$ cat src/rtl/mem_access_unit_if.sv
// mem_access_unit_if: EX request, data-memory port and RW result bundle for mem_access_unit.
interface mem_access_unit_if #(parameter int RD_W = 4);
  logic            ex_valid;
  logic            ex_ready;
  logic            ex_isLd;
  logic            ex_isSt;
  logic [31:0]     ex_addr;
  logic [31:0]     ex_data;
  logic [RD_W-1:0] ex_rd;
  logic            mem_isLd;
  logic            mem_isSt;
  logic [31:0]     mem_address;
  logic [31:0]     mem_data_in;
  logic [31:0]     mem_data_out;
  logic            rw_valid;
  logic            rw_ready;
  logic [31:0]     rw_data;
  logic [RD_W-1:0] rw_rd;
  logic            addr_err;
  modport slave (
    input  ex_valid, ex_isLd, ex_isSt, ex_addr, ex_data, ex_rd, mem_data_out, rw_ready,
    output ex_ready, mem_isLd, mem_isSt, mem_address, mem_data_in, rw_valid, rw_data, rw_rd, addr_err
  );
  modport master (
    output ex_valid, ex_isLd, ex_isSt, ex_addr, ex_data, ex_rd, mem_data_out, rw_ready,
    input  ex_ready, mem_isLd, mem_isSt, mem_address, mem_data_in, rw_valid, rw_data, rw_rd, addr_err
  );
endinterface

$ cat src/rtl/mem_access_unit.sv
// mem_access_unit: memory-access stage, one load/store/pass-through op at a time, MEM_LAT-cycle memory hold.
// Define MEM_BOUNDS_CHECK_EN to suppress and flag accesses with ex_addr >= MEM_DEPTH.
module mem_access_unit #(
  parameter int MEM_DEPTH = 26,
  parameter int MEM_LAT   = 1,
  parameter int RD_W      = 4
) (
  input logic              clk,
  input logic              rst_n,
  mem_access_unit_if.slave bus
);
  localparam int CW = $clog2(MEM_LAT + 1);
`ifdef MEM_BOUNDS_CHECK_EN
  localparam bit BOUNDS_CHECK = 1'b1;
`else
  localparam bit BOUNDS_CHECK = 1'b0;
`endif
  typedef enum logic [1:0] {IDLE, ACCESS, RESP} state_t;
  state_t          r_state;
  logic [CW-1:0]   r_cnt;
  logic            r_ld;
  logic            r_oob;
  logic            r_mem_ld;
  logic            r_mem_st;
  logic [31:0]     r_addr;
  logic [31:0]     r_wdata;
  logic            r_rw_valid;
  logic [31:0]     r_rw_data;
  logic [RD_W-1:0] r_rd;
  logic            r_addr_err;
  logic            w_oob;
  assign w_oob           = BOUNDS_CHECK && (bus.ex_addr >= 32'(MEM_DEPTH));
  assign bus.ex_ready    = (r_state == IDLE);
  assign bus.mem_isLd    = r_mem_ld;
  assign bus.mem_isSt    = r_mem_st;
  assign bus.mem_address = r_addr;
  assign bus.mem_data_in = r_wdata;
  assign bus.rw_valid    = r_rw_valid;
  assign bus.rw_data     = r_rw_data;
  assign bus.rw_rd       = r_rd;
  assign bus.addr_err    = r_addr_err;
  always_ff @(posedge clk) begin
    if (!rst_n) begin
      r_state    <= IDLE;
      r_cnt      <= '0;
      r_ld       <= 1'b0;
      r_oob      <= 1'b0;
      r_mem_ld   <= 1'b0;
      r_mem_st   <= 1'b0;
      r_addr     <= '0;
      r_wdata    <= '0;
      r_rw_valid <= 1'b0;
      r_rw_data  <= '0;
      r_rd       <= '0;
      r_addr_err <= 1'b0;
    end else begin
      case (r_state)
        IDLE: begin
          r_addr_err <= 1'b0;
          if (bus.ex_valid) begin
            r_rd  <= bus.ex_rd;
            r_cnt <= '0;
            // exactly one of isLd/isSt is a memory op; neither or both pass ex_data straight through
            if (bus.ex_isLd ^ bus.ex_isSt) begin
              r_state    <= ACCESS;
              r_ld       <= bus.ex_isLd;
              r_oob      <= w_oob;
              r_addr     <= bus.ex_addr;
              r_wdata    <= bus.ex_data;
              r_mem_ld   <= bus.ex_isLd & ~w_oob;
              r_mem_st   <= bus.ex_isSt & ~w_oob;
              r_addr_err <= bus.ex_isSt & w_oob;
            end else begin
              r_state    <= RESP;
              r_rw_valid <= 1'b1;
              r_rw_data  <= bus.ex_data;
            end
          end
        end
        ACCESS: begin
          r_addr_err <= 1'b0;
          if (r_cnt == CW'(MEM_LAT - 1)) begin
            r_mem_ld <= 1'b0;
            r_mem_st <= 1'b0;
            if (r_ld) begin
              r_state    <= RESP;
              r_rw_valid <= 1'b1;
              r_rw_data  <= r_oob ? 32'd0 : bus.mem_data_out;
              r_addr_err <= r_oob;
            end else begin
              r_state <= IDLE;
            end
          end else begin
            r_cnt <= r_cnt + 1'b1;
          end
        end
        RESP: begin
          if (bus.rw_ready) begin
            r_state    <= IDLE;
            r_rw_valid <= 1'b0;
            r_addr_err <= 1'b0;
          end
        end
        default: r_state <= IDLE;
      endcase
    end
  end
endmodule

$ cat src/flat_wrapper.sv
// flat-port wrapper written by rule: the top's interface ports become plain ports
module mem_access_unit_flat 
#(
  parameter int MEM_DEPTH = 26,
  parameter int MEM_LAT   = 1,
  parameter int RD_W      = 4
)
  (clk, rst_n, bus_ex_valid, bus_ex_isLd, bus_ex_isSt, bus_ex_addr, bus_ex_data, bus_ex_rd, bus_mem_data_out, bus_rw_ready, bus_ex_ready, bus_mem_isLd, bus_mem_isSt, bus_mem_address, bus_mem_data_in, bus_rw_valid, bus_rw_data, bus_rw_rd, bus_addr_err);
  mem_access_unit_if #(.RD_W(RD_W)) bus_i ();
  input logic clk;
  input logic rst_n;
  input wire logic [$bits(bus_i.ex_valid)-1:0] bus_ex_valid;
  input wire logic [$bits(bus_i.ex_isLd)-1:0] bus_ex_isLd;
  input wire logic [$bits(bus_i.ex_isSt)-1:0] bus_ex_isSt;
  input wire logic [$bits(bus_i.ex_addr)-1:0] bus_ex_addr;
  input wire logic [$bits(bus_i.ex_data)-1:0] bus_ex_data;
  input wire logic [$bits(bus_i.ex_rd)-1:0] bus_ex_rd;
  input wire logic [$bits(bus_i.mem_data_out)-1:0] bus_mem_data_out;
  input wire logic [$bits(bus_i.rw_ready)-1:0] bus_rw_ready;
  output wire logic [$bits(bus_i.ex_ready)-1:0] bus_ex_ready;
  output wire logic [$bits(bus_i.mem_isLd)-1:0] bus_mem_isLd;
  output wire logic [$bits(bus_i.mem_isSt)-1:0] bus_mem_isSt;
  output wire logic [$bits(bus_i.mem_address)-1:0] bus_mem_address;
  output wire logic [$bits(bus_i.mem_data_in)-1:0] bus_mem_data_in;
  output wire logic [$bits(bus_i.rw_valid)-1:0] bus_rw_valid;
  output wire logic [$bits(bus_i.rw_data)-1:0] bus_rw_data;
  output wire logic [$bits(bus_i.rw_rd)-1:0] bus_rw_rd;
  output wire logic [$bits(bus_i.addr_err)-1:0] bus_addr_err;
  assign bus_i.ex_valid = bus_ex_valid;
  assign bus_i.ex_isLd = bus_ex_isLd;
  assign bus_i.ex_isSt = bus_ex_isSt;
  assign bus_i.ex_addr = bus_ex_addr;
  assign bus_i.ex_data = bus_ex_data;
  assign bus_i.ex_rd = bus_ex_rd;
  assign bus_i.mem_data_out = bus_mem_data_out;
  assign bus_i.rw_ready = bus_rw_ready;
  assign bus_ex_ready = bus_i.ex_ready;
  assign bus_mem_isLd = bus_i.mem_isLd;
  assign bus_mem_isSt = bus_i.mem_isSt;
  assign bus_mem_address = bus_i.mem_address;
  assign bus_mem_data_in = bus_i.mem_data_in;
  assign bus_rw_valid = bus_i.rw_valid;
  assign bus_rw_data = bus_i.rw_data;
  assign bus_rw_rd = bus_i.rw_rd;
  assign bus_addr_err = bus_i.addr_err;
  mem_access_unit #(.MEM_DEPTH(MEM_DEPTH), .MEM_LAT(MEM_LAT), .RD_W(RD_W)) u_core (.clk(clk), .rst_n(rst_n), .bus(bus_i));
endmodule
$ cat config.mk
export PLATFORM = sky130hd
export DESIGN_NAME = mem_access_unit_flat
export DESIGN_NICKNAME = d
export VERILOG_FILES = /design/src/rtl/mem_access_unit_if.sv /design/src/rtl/mem_access_unit.sv /design/src/flat_wrapper.sv
export SDC_FILE = /design/constraint.sdc
export NUM_CORES = 1
export LEC_CHECK = 0
export ABC_AREA = 1
export CORE_MARGIN = 2
export CORE_UTILIZATION = 38
export CTS_BUF_LIST = sky130_fd_sc_hd__clkbuf_8
export DETAILED_ROUTE_END_ITERATION = 16
export GPL_ROUTABILITY_DRIVEN = 0
export HOLD_SLACK_MARGIN = 0.03
export PLACE_DENSITY = 0.78
export SYNTH_ARGS = -nofsm -noshare
export SYNTH_HDL_FRONTEND = slang
export SYNTH_SLANG_ARGS = --single-unit
$ cat constraint.sdc
create_clock -name clk -period 1.4 [get_ports clk]
set_clock_uncertainty 0.15 [all_clocks]
set_input_delay 0.42 -clock clk [delete_from_list [all_inputs] [get_ports clk]]
set_output_delay 0.42 -clock clk [all_outputs]
set_load 0.01 [all_outputs]
* Word-level counts from Yosys, hierarchy flattened
Cells that the tools add are included.
** Word-level totals
- Flip-flop bits (word level) :: 108
- Output and inout port bits :: 105
** Operators by class
- Eq/ne operators :: 8
- Multiplexer cells :: 28
- Add/subtract/negate cells :: 1
- Reductions and logical operators :: 12
- Bitwise operators :: 1
** Operators by type and width (count)
- $mux W32 :: 4
- $pmux W32 S2 :: 1
- $mux W1 :: 12
- $mux W2 :: 5
- $ne A2 B2 Y1 const B :: 4
- $pmux W1 S2 :: 4
- $pmux W2 S3 :: 1
- $reduce_and A2 Y1 :: 3
- $reduce_and A3 Y1 :: 2
- $reduce_and A6 Y1 :: 1
- $reduce_and A5 Y1 :: 1
- $ne A2 B1 Y1 const B :: 2
- $reduce_and A4 Y1 :: 1
- $pmux W1 S3 :: 1
- $reduce_bool A3 Y1 :: 1
- $eq A2 B1 Y1 const B :: 1
- $eq A2 B2 Y1 const B :: 1
- $logic_not A2 Y1 :: 1
- $reduce_bool A2 Y1 :: 1
- $reduce_or A2 Y1 :: 1
- $add A1 B1 Y1 const B :: 1
- $xor A1 B1 Y1 :: 1

* Logic depth before layout (Yosys ltp)
- Depth in word-level cells :: 4
- Depth in mapped cells :: 9
- Depth with buffers taken out :: 8

* Least setup slack after synthesis
OpenSTA, ideal clock, no wires.
- Kind :: register to register
- From :: register u_core.r_state[1]
- To :: register u_core.r_addr[0] (netlist: u_core.bus.mem_address[0])
- Arrival time :: 1.261 ns
- Required time :: 1.134 ns
- Stages on the path, launching flop included :: 9
- Slack :: -0.127 ns
- Path buffers :: 2
- Cell sequence :: dfxtp_1 > nor2_4 > nand3_2 > nor2_4 > inv_2 > buf_6 > buf_4 > nor2_1 > nor2_1
** Between the ends
- Longest elaborated chain between the ends :: 2
** RTL lines
- start, declared :: RTL line mem_access_unit.sv:19 : state_t r_state;
- start signal, assigned :: RTL line mem_access_unit.sv:44 : r_state <= IDLE;
- start signal, assigned :: RTL line mem_access_unit.sv:65 : r_state <= ACCESS;
- start signal, assigned :: RTL line mem_access_unit.sv:74 : r_state <= RESP;
- $logic_not A2 Y1
- named net bus_ex_ready :: RTL line flat_wrapper.sv:20 : output wire logic [$bits(bus_i.ex_ready)-1:0] bus_ex_ready;
- $reduce_and A3 Y1 (no source line)
- end signal, assigned :: RTL line mem_access_unit.sv:68 : r_addr <= bus.ex_addr;
- end, declared :: RTL line mem_access_unit.sv:25 : logic [31:0] r_addr;
The timed path passes the listed nets, and every way through them passes these cells.
A chain may end at the register's enable or synchronous reset.

* Final worst setup path
- From :: register u_core.r_state[0]
- To :: register u_core.r_wdata[26] (netlist: u_core.bus.mem_data_in[26])
** Between the ends
- Longest elaborated chain between the ends :: 2
** RTL lines
- $logic_not A2 Y1 :: RTL line mem_access_unit.sv:57 : case (r_state)
- $reduce_and A3 Y1 (no source line)
- end signal, assigned :: RTL line mem_access_unit.sv:69 : r_wdata <= bus.ex_data;
- end, declared :: RTL line mem_access_unit.sv:26 : logic [31:0] r_wdata;
No other way between the ends.

==> results.md <==
* CTS clock-pin slew for the worst setup and hold paths at 0.10 ns
* Via Count at ~5200
* Worst-path cell chain: nor2_4 -> nand3_4 -> nor2_4 -> buf_8 -> inv_16 -> buf_12 -> nor2_1 -> nor2_1
* Fin nets at ~1000
* Gr ovfl total at 0
* Initial DRC Count at 298
* Synth top area cells: dfxtp_1 (47%), nor2_1 (17%), nand2_1 (12%), o21ai_0 (5.4%), nand3_1 (4.0%)
* Overall Global Routing Usage at about 26%
* Crit path capture type: register
* Post-synth top area cell: dfxtp_1
* Total CTS buffers at 9
* Synthesized instance count at ~660
* Total Wirelength at 17710 microns
* Fin. Hold Viols at 0
* Final min period at ~1.7 ns
* Worst EP arrival at about 1.8 ns
* Sw frac at a little under a third
* Register area share after synthesis at a little under half
* Syn Nets at ~760
* Startpoint types: register
* Unrepaired setup endpoints after global routing: yes
* Setup violators final at ~160
* Via-per-instance ratio at roughly 4.9
* Layout cells sized above 1 at between 40% and 50%
* DRT Pass-1 Iters at 5
* Seq pwr share at 42.7%
* CP Data Required Time at 1.52 ns
* Effective utilization at floorplan at about two fifths
* Yosys warns at 0
* Cell Area, Synth at ~4500 sq um
* Initial antenna violation count at 0
* CP max FO at 13
* First-pass GRT wire length at 25990 microns
* Worst VDD drop at 819.0 uV
* Clock root cell: clkbuf_8
* Fmax at around 600 MHz
* # port buffers at ~210
* WL/cell at between 15 and 20 microns
* Internal Power at about 5.8 mW
* Largest net degree at the start of global routing at 46
* Clock tree buffer depth at 2
* Critical-path top delay cell: dfxtp_4
* Slowest cell delay on critical path at around 0.37 ns
* Mean post-synth cell area at 6.815 sq um
* Combinational fraction of design power at 35.5%
* Outcome: complete, but fails checks
* Final HPWL DP at a little over 9000 microns
* Place WS at -0.7715 ns
* # rows at 39
* Number of global-route vias before repair at between 5000 and 6000
* Yosys cell types at 20
* Area grow syn2layout at 88.44%
* Hold Path Class: primary input to register
* Pwr dens at slightly above 1000 nW/um^2
* Die X at 112.5 microns
* Core Area at ~11000 sq um
* Critical path class: register to register
* Max_cap viols at 0
* ANT cells at 0
* Min Hold Slack at 0.2030 ns
* Clk network pwr share at 21.8%
* Worst setup slack after layout at -0.2617 ns
* Post-layout util at 73.46%
* H-Tree Depth at 3
* Clock sinks at 106
* DRC at 0
* Slew Limit Fails at 0
* Post-route clock period utilization at 118.7%
* Synth top area share at approximately 47%
* Leakage at roughly 4 nW
* Total Die Area at roughly 13000 sq um
* Post-synthesis register bit count at 106
* Total negative slack at -20.88 ns
* Failing checks: negative setup slack
* ANT nets after route at 0
* # IOs at ~210
* Worst skew pair latency at about 0.38 ns
* Die Y at between 100 and 150 microns
* CTS tree: done
* P_sw at around 2.7 mW
flip-flops by register name, summed over array words and instances, names as in the netlist:
register and count:
u_core.bus.mem_address 32, u_core.bus.mem_data_in 32, u_core.bus.mem_isLd 1, u_core.bus.mem_isSt 1, u_core.bus.rw_data 32, u_core.bus.rw_rd 4, u_core.bus.rw_valid 1, u_core.r_ld 1
u_core.r_state 2
through the flow:
stage / instance area, sq um / instances / power [mW]
final: 8424 / 1054 / 8.484
after global routing: 8424 / 1054 / 8.873
after CTS: 8035 / 1041 / 8.193
after detailed placement: 6818 / 995 / 5.735
after global placement: 6818 / 995 / 5.705
after floorplan: 4508 / 656 / 4.545
kinds of logic (layout without fill, tap and decap cells):
family / after synthesis / after routing / share of synthesized area (%)
AND/OR/NAND/NOR: 389 / 389 / 34.34
flip-flops: 106 / 106 / 47.47
buffers and inverters: 86 / 341 / 9.740
AO/OA/AOI/OAI: 74 / 74 / 8.368
other: 1 / 1 / 0.08388
cells in the mapped netlist, drive strengths merged:
| master | n |
|---|---|
| nor2 | 203 |
| nand2 | 144 |
| dfxtp | 106 |
| o21ai | 68 |
| inv | 43 |
| nand3 | 37 |
| buf | 25 |
| clkbuf | 18 |
| a21oi | 6 |
| nor3 | 4 |
| conb | 1 |
| nand3b | 1 |
final cells by class:
class	count	area, sq um
clock buffer	12	165.2
clock inverter	4	18.77
fill	845	3043
inverter	43	186.4
multi-input combinational	464	2360
sequential	106	2258
tap	143	178.9
timing repair buffer	281	3241
timing repair inverter	1	16.27
layer usage:
layer	track usage (%)	up-vias	part of all wire (%)
met5	0	-	0
met4	10.08	0	2.2
met3	6.263	29	7.7
met2	43.45	217	49
met1	32.15	2400	41
li1	-	2523	-
critical path: cells and delay by family, from the launching register on:
kind / cells / cell delay [ns]
and+or+nand+nor: 5 / 0.60
buffers and inverters: 3 / 0.41
DFF: 1 / 0.37
worst paths after layout:
| kind | start | end | slack [ns] | depth (start not counted) |
|---|---|---|---|---|
| setup / recovery | u_core.r_state[0] | u_core.bus.mem_data_in[26] | -0.26 | 8 |
| hold / removal | rst_n | u_core.bus.rw_valid | 0.20 | 3 |
| setup reg to reg | u_core.r_state[0] | u_core.bus.mem_data_in[26] | -0.26 | 8 |
| hold reg to reg | u_core.bus.mem_isSt | u_core.bus.mem_isSt | 0.33 | 2 |
power by group through the flow:
stage	clock network [mW]	logic, mW	registers [mW]
CTS	1.87	2.72	3.61
finish	1.85	3.01	3.62
global placement	0	2.16	3.54
detailed placement	0	2.19	3.55
floorplan	0	0.855	3.69
global route	1.99	3.23	3.65
timing repair:
item,4_1_cts,5_1_grt
setup endpoints to repair,210,210
gates resized for setup,733,71
setup buffers,18,8
pin swaps,16,24
hold buffers,0,0
cloned,12,6
cell usage in the layout, fill, tap and decap left out, types with 3 or more instances in the layout:
master	n
dfxtp_2	103
nand2_1	141
o21ai_1	21
o21ai_0	41
nand2_4	3
inv_1	38
o21ai_2	6
buf_16	10
buf_8	3
nor2_4	37
buf_6	111
nor2_1	129
nor3_1	4
inv_2	4
nor2_2	37
clkbuf_8	12
clkdlybuf4s50_1	101
nand3_1	35
buf_4	34
a21oi_2	5
buf_12	14
clkbuf_16	4
No activity file was read; power rests on OpenSTA's default activity.
